[src/rtl/freq_meter_pkg.sv]
// Shared FSM state type and default parameter values for the freq_meter block.
package freq_meter_pkg;

    localparam logic [31:0] GATE_CYCLES_DEF = 32'd10_000_000;
    localparam int          CNT_W_DEF       = 32;
    localparam int          SYNC_STAGES_DEF = 2;

    typedef enum logic [0:0] {
        IDLE = 1'b0,
        GATE = 1'b1
    } state_e;

endpackage

[src/rtl/freq_meter_sync.sv]
// Synchronizer chain for the asynchronous sig_i followed by a registered rising-edge detector.
module freq_meter_sync
    import freq_meter_pkg::*;
#(
    parameter int SYNC_STAGES = SYNC_STAGES_DEF
) (
    input  logic clk_i,
    input  logic rst_i,
    input  logic sig_i,
    output logic edge_p
);

    logic [SYNC_STAGES-1:0] sync_r;
    logic                   prev_r;
    logic                   edge_r;

    // Shift sig_i through the chain; the pulse is registered, landing SYNC_STAGES+1 cycles after the rise
    always_ff @(posedge clk_i or posedge rst_i) begin
        if (rst_i) begin
            sync_r <= '0;
            prev_r <= 1'b0;
            edge_r <= 1'b0;
        end else begin
            sync_r <= {sync_r[SYNC_STAGES-2:0], sig_i};
            prev_r <= sync_r[SYNC_STAGES-1];
            edge_r <= sync_r[SYNC_STAGES-1] & ~prev_r;
        end
    end

    assign edge_p = edge_r;

endmodule

[src/rtl/freq_meter.sv]
// Gated edge counter: counts sig_i rising edges over GATE_CYCLES clk_i cycles.
// Optional period_o output is enabled by defining FREQ_METER_PERIOD_EN.
module freq_meter
    import freq_meter_pkg::*;
#(
    parameter logic [31:0] GATE_CYCLES = GATE_CYCLES_DEF,
    parameter int          CNT_W       = CNT_W_DEF,
    parameter int          SYNC_STAGES = SYNC_STAGES_DEF
) (
    input  logic             clk_i,
    input  logic             rst_i,
    input  logic             sig_i,
    input  logic             start_i,
    input  logic             cont_i,
    output logic             busy_o,
    output logic [CNT_W-1:0] count_o,
    output logic             valid_o,
    output logic             ovf_o
`ifdef FREQ_METER_PERIOD_EN
    ,
    output logic [CNT_W-1:0] period_o
`endif
);

    localparam logic [CNT_W-1:0] CNT_MAX   = '1;
    localparam logic [31:0]      GATE_LAST = GATE_CYCLES - 32'd1;

    logic             edge_s;
    state_e           state_r;
    logic [31:0]      gate_cnt_r;
    logic [CNT_W-1:0] edge_cnt_r;
    logic             ovf_flag_r;
    logic [CNT_W-1:0] count_r;
    logic             ovf_r;
    logic             valid_r;
    logic             last_s;
    logic [CNT_W-1:0] next_cnt_s;
    logic             next_ovf_s;

    freq_meter_sync #(
        .SYNC_STAGES(SYNC_STAGES)
    ) u_sync (
        .clk_i (clk_i),
        .rst_i (rst_i),
        .sig_i (sig_i),
        .edge_p(edge_s)
    );

    assign last_s = (gate_cnt_r == GATE_LAST);

    // Edge count and overflow as they stand after this cycle's edge_p, saturating at CNT_MAX
    always_comb begin
        next_cnt_s = edge_cnt_r;
        next_ovf_s = ovf_flag_r;
        if (edge_s) begin
            if (edge_cnt_r == CNT_MAX) begin
                next_cnt_s = edge_cnt_r;
                next_ovf_s = 1'b1;
            end else begin
                next_cnt_s = edge_cnt_r + CNT_W'(1'b1);
                next_ovf_s = ovf_flag_r;
            end
        end else begin
            next_cnt_s = edge_cnt_r;
            next_ovf_s = ovf_flag_r;
        end
    end

    // Window FSM; the last cycle publishes the result and re-arms at once when cont_i is high
    always_ff @(posedge clk_i or posedge rst_i) begin
        if (rst_i) begin
            state_r    <= IDLE;
            gate_cnt_r <= 32'd0;
            edge_cnt_r <= '0;
            ovf_flag_r <= 1'b0;
            count_r    <= '0;
            ovf_r      <= 1'b0;
            valid_r    <= 1'b0;
        end else begin
            valid_r <= 1'b0;
            case (state_r)
                IDLE: begin
                    if (start_i || cont_i) begin
                        state_r    <= GATE;
                        gate_cnt_r <= 32'd0;
                        edge_cnt_r <= '0;
                        ovf_flag_r <= 1'b0;
                    end else begin
                        state_r <= IDLE;
                    end
                end
                GATE: begin
                    if (last_s) begin
                        count_r    <= next_cnt_s;
                        ovf_r      <= next_ovf_s;
                        valid_r    <= 1'b1;
                        gate_cnt_r <= 32'd0;
                        edge_cnt_r <= '0;
                        ovf_flag_r <= 1'b0;
                        state_r    <= cont_i ? GATE : IDLE;
                    end else begin
                        gate_cnt_r <= gate_cnt_r + 32'd1;
                        edge_cnt_r <= next_cnt_s;
                        ovf_flag_r <= next_ovf_s;
                        state_r    <= GATE;
                    end
                end
                default: begin
                    state_r <= IDLE;
                end
            endcase
        end
    end

    assign busy_o  = (state_r == GATE);
    assign count_o = count_r;
    assign ovf_o   = ovf_r;
    assign valid_o = valid_r;

`ifdef FREQ_METER_PERIOD_EN
    logic [CNT_W-1:0] per_cnt_r;
    logic [CNT_W-1:0] period_r;

    // Free-running cycles since the previous edge_p, captured into period_r on every edge_p
    always_ff @(posedge clk_i or posedge rst_i) begin
        if (rst_i) begin
            per_cnt_r <= '0;
            period_r  <= '0;
        end else if (edge_s) begin
            period_r  <= per_cnt_r;
            per_cnt_r <= CNT_W'(1'b1);
        end else if (per_cnt_r != CNT_MAX) begin
            per_cnt_r <= per_cnt_r + CNT_W'(1'b1);
        end else begin
            per_cnt_r <= per_cnt_r;
        end
    end

    assign period_o = period_r;
`endif

endmodule

[config.mk]
export PLATFORM = sky130hd
export DESIGN_NAME = freq_meter
export DESIGN_NICKNAME = d
export VERILOG_FILES = /design/src/rtl/freq_meter_pkg.sv /design/src/rtl/freq_meter_sync.sv /design/src/rtl/freq_meter.sv
export SDC_FILE = /design/constraint.sdc
export NUM_CORES = 1
export LEC_CHECK = 0
export BUFFER_PORTS_ARGS = -buffer_cell sky130_fd_sc_hd__buf_2
export CAP_MARGIN = 15
export CORE_MARGIN = 1
export CORE_UTILIZATION = 24
export CTS_CLUSTER_SIZE = 10
export DETAILED_ROUTE_END_ITERATION = 8
export SETUP_SLACK_MARGIN = 0.02
export SYNTH_ARGS = -nofsm -noshare
export SYNTH_HDL_FRONTEND = slang
export SYNTH_SLANG_ARGS = --single-unit
export TNS_END_PERCENT = 1
[constraint.sdc]
create_clock -name clk_i -period 4.25 [get_ports clk_i]
set_input_delay 0.2125 -clock clk_i [delete_from_list [all_inputs] [get_ports clk_i]]
set_output_delay 0.2125 -clock clk_i [all_outputs]
set_load 0.05 [all_outputs]
==> results.py <==
metrics = {
    "min_path": {
        "hp-class": "in2async",
    },
    "clock_tree": {
        "numCtsBuffers": 9,
        "cts_hold_buf": 1,
        "cts_htree_levels": 3,
        "cts-resized-gates": 0,
        "cts_tree": "yes",
        "cts_sinks": 104,
        "clock-root-buffer": "clkbuf_16",
        "clock_path_buffers": 2,
        "clk-insertion-delay-late_ns": 0.35,
        "path_clk_slew_ns": 0.07,
        "cts_setup_buffers": 0,
    },
    "die": {
        "io_pins": 40,
        "core_area_mm2": 0.0218,
        "die_y_um": 151,
        "die_area_mm2": 0.0229,
        "die_x_um": 151,
        "core.rowCount": 54,
        "floorplan.initialDensity": 0.245,
    },
    "logic_synthesis": {
        "synthTopCellsByArea": "dfrtp_1 (49%), o21ai_0 (8.6%), nand2_1 (6.3%)",
        "async_flop_share": 1.00,
        "synthAdderAreaFrac": 0.00468,
        "synth_enable_flop_cells": 0,
        "synth_area_leader_cell": "dfrtp_1",
        "yosysSeqAreaShare": 0.487,
        "yosys.area_share.simple": 0.235,
        "synthDistinctLibCells": 47,
        "syn_area_per_cell_um2": 8.83,
        "synth_area_mm2": 0.00534,
        "synth_nets": 612,
        "synthDominantCellAreaShare": 0.487,
        "synth-compound-area-share": 0.183,
        "synth-xor-area-share": 0.0476,
        "muxShareOfSynthArea": 0.00375,
        "yosysWarnings": 0,
        "synth_top_family_by_area": "simple AND/OR/NAND/NOR gates",
        "synth_seq_cells": 104,
        "synth_flop_cell": "dfrtp_1",
        "syn_inst": 605,
    },
    "critical_path": {
        "worstPathArrival_ns": 3.11,
        "required_ns": 4.53,
        "cp_cell_sequence": "ha_1 > and4_1 > nand3_1 > nor3_1 > nor2b_4 > buf_4 > o21ai_0 > a31oi_1",
        "cp_slowest_cell": "nor2b_4",
        "slowest_delay_ns": 0.81,
        "critPathMaxFanout": 43,
        "crit_path_start_kind": "flip-flop",
        "end_kind": "flip-flop",
        "r2r-end": "edge_cnt_r[23]",
        "worstSetupPathType": "reg2reg",
        "rr_startpoint": "gate_cnt_r[0]",
        "r2r_cells": 8,
        "cp-startpoint": "gate_cnt_r[0]",
        "ff2ff_setup_slack_ns": 1.41,
    },
    "sta": {
        "hold_violations": 0,
        "clock_skew_ns": 0.00807,
        "worst_pin_slew_ns": 1.01,
        "fmax_mhz": 352,
        "rsz0062_at_grt": "false",
        "tns_ns": 0,
        "maxSlewViolCount": 0,
        "slew_headroom": 0.325,
        "finalSetupViolCount": 0,
        "layout_min_cycle_time_ns": 2.84,
        "fin_crit_sh": 0.668,
    },
    "cells_and_area": {
        "final_cell_mix": "dfrtp_1 (104), o21ai_0 (92), nand2_1 (88)",
        "instances_no_fill": 911,
        "diodes": 0,
        "ff_latch_area_mm2": 0.00260,
        "final_common_cell": "dfrtp_1",
        "fin_nets": 634,
        "multi_input_area_mm2": 0.00256,
        "nFillCells": 2340,
        "areaGrowthSynthToFinish_pct": 15.7,
        "drive_gt1_frac": 0.120,
    },
    "routing": {
        "wire_per_inst_um": 14.2,
        "ant_nets": 0,
        "via_count": 4533,
        "drtPass1Iterations": 5,
        "avgViaCountPerCell": 4.98,
        "first_iter_violations": 376,
        "wl_mm": 12.9,
        "drc": 0,
    },
    "place": {
        "dp.cells": 894,
        "dp_hpwl_mm": 8.55,
        "io_buffers": 39,
        "gp_congestion": 0.817,
    },
    "power_and_ir_drop": {
        "p_total_mw": 2.48,
        "p_per_area_mw_per_mm2": 402,
        "ir_worst_vdd_v": 0.000162,
        "p_leak_nw": 2.56,
    },
    "global_routing": {
        "grt_use_total": 0.122,
        "grt.overflow.total": 0,
        "grt_pass1_vias": 4359,
        "grt_pass1_wl_mm": 21.9,
        "antenna_found_initial": 0,
        "grt_max_degree": 76,
    },
    "run": {
        "cap_violations": 0,
    },
    "outcome": {
        "status": "complete, no violations",
    },
}
-- worst max-delay path by stage --
stage | to | cells past startpoint
floorplan | busy_o | 1
global placement | edge_cnt_r[23] | 8
detailed placement | count_o[30] | 5
CTS | count_o[30] | 5
global route | edge_cnt_r[2] | 8
finish | edge_cnt_r[23] | 8
-- cell families (layout without fill, tap and decap cells) --
| family | after synthesis | after routing |
|---|---|---|
| buffers and inverters | 50 | 76 |
| muxes | 2 | 2 |
| and+or+nand+nor | 242 | 242 |
| AOI/OAI and AO/OA | 176 | 176 |
| DFF | 104 | 104 |
| adders and majority gates | 2 | 2 |
| xor gates and xnor gates | 29 | 29 |
-- metal layers --
layer	vias up	part of all wire	track usage
met3	17	0.045	0.0304
met4	0	0.013	0.0330
met1	2181	0.48	0.162
li1	2236	-	-
met2	99	0.46	0.194
met5	-	0	0
-- worst max-delay path, delay by kind of cell, from the launching register on --
kind	cells	cell delay, ns
simple gates	4	1.31
buf+inv	1	0.45
flops	1	0.42
compound gates	2	0.31
fa+ha+maj	1	0.26
-- sequential cells by signal (all words and copies together) (netlist names) --
name / cells
busy_o: 1
count_o: 32
edge_cnt_r: 32
gate_cnt_r: 32
ovf_flag_r: 1
ovf_o: 1
u_sync.edge_p: 1
u_sync.prev_r: 1
u_sync.sync_r: 2
valid_o: 1
-- layout make-up --
class | count | share of cell area
Tap cell | 280 | 0.0567
Clock buffer | 12 | 0.0415
Inverter | 12 | 0.00769
Clock inverter | 3 | 0.0105
Timing Repair Buffer | 49 | 0.0474
Multi-Input combinational cell | 451 | 0.415
Sequential cell | 104 | 0.421
-- cells in the mapped netlist (all sizes together), types with 2 or more instances --
| library cell | n |
|---|---|
| a21oi | 31 |
| a31oi | 34 |
| and2 | 2 |
| and3 | 9 |
| and4 | 10 |
| buf | 15 |
| clkbuf | 23 |
| dfrtp | 104 |
| ha | 2 |
| inv | 12 |
| mux2i | 2 |
| nand2 | 89 |
| nand2b | 7 |
| nand3 | 27 |
| nand4 | 29 |
| nor2 | 20 |
| nor2b | 4 |
| nor3 | 18 |
| nor4 | 8 |
| o21ai | 95 |
| o22ai | 3 |
| o31ai | 4 |
| or2 | 2 |
| or3 | 12 |
| xnor2 | 20 |
| xor2 | 9 |
-- through the flow --
stage                     setup slack (ns)  utilization  instance area [um^2]  hold WS (ns)
after floorplan                       1.31            -                  5340         0.244
after global placement                1.45        0.267                  5820         0.333
after detailed placement              1.40        0.267                  5820         0.336
after CTS                             1.39        0.282                  6150        0.0835
after global routing                  1.16        0.283                  6180         0.100
final                                 1.41        0.283                  6180        0.0796
-- power by group --
group | switching, mW | internal (mW)
registers | 0.191 | 1.11
clock network | 0.359 | 0.545
logic | 0.151 | 0.129
No activity file was read; power rests on OpenSTA's default activity.
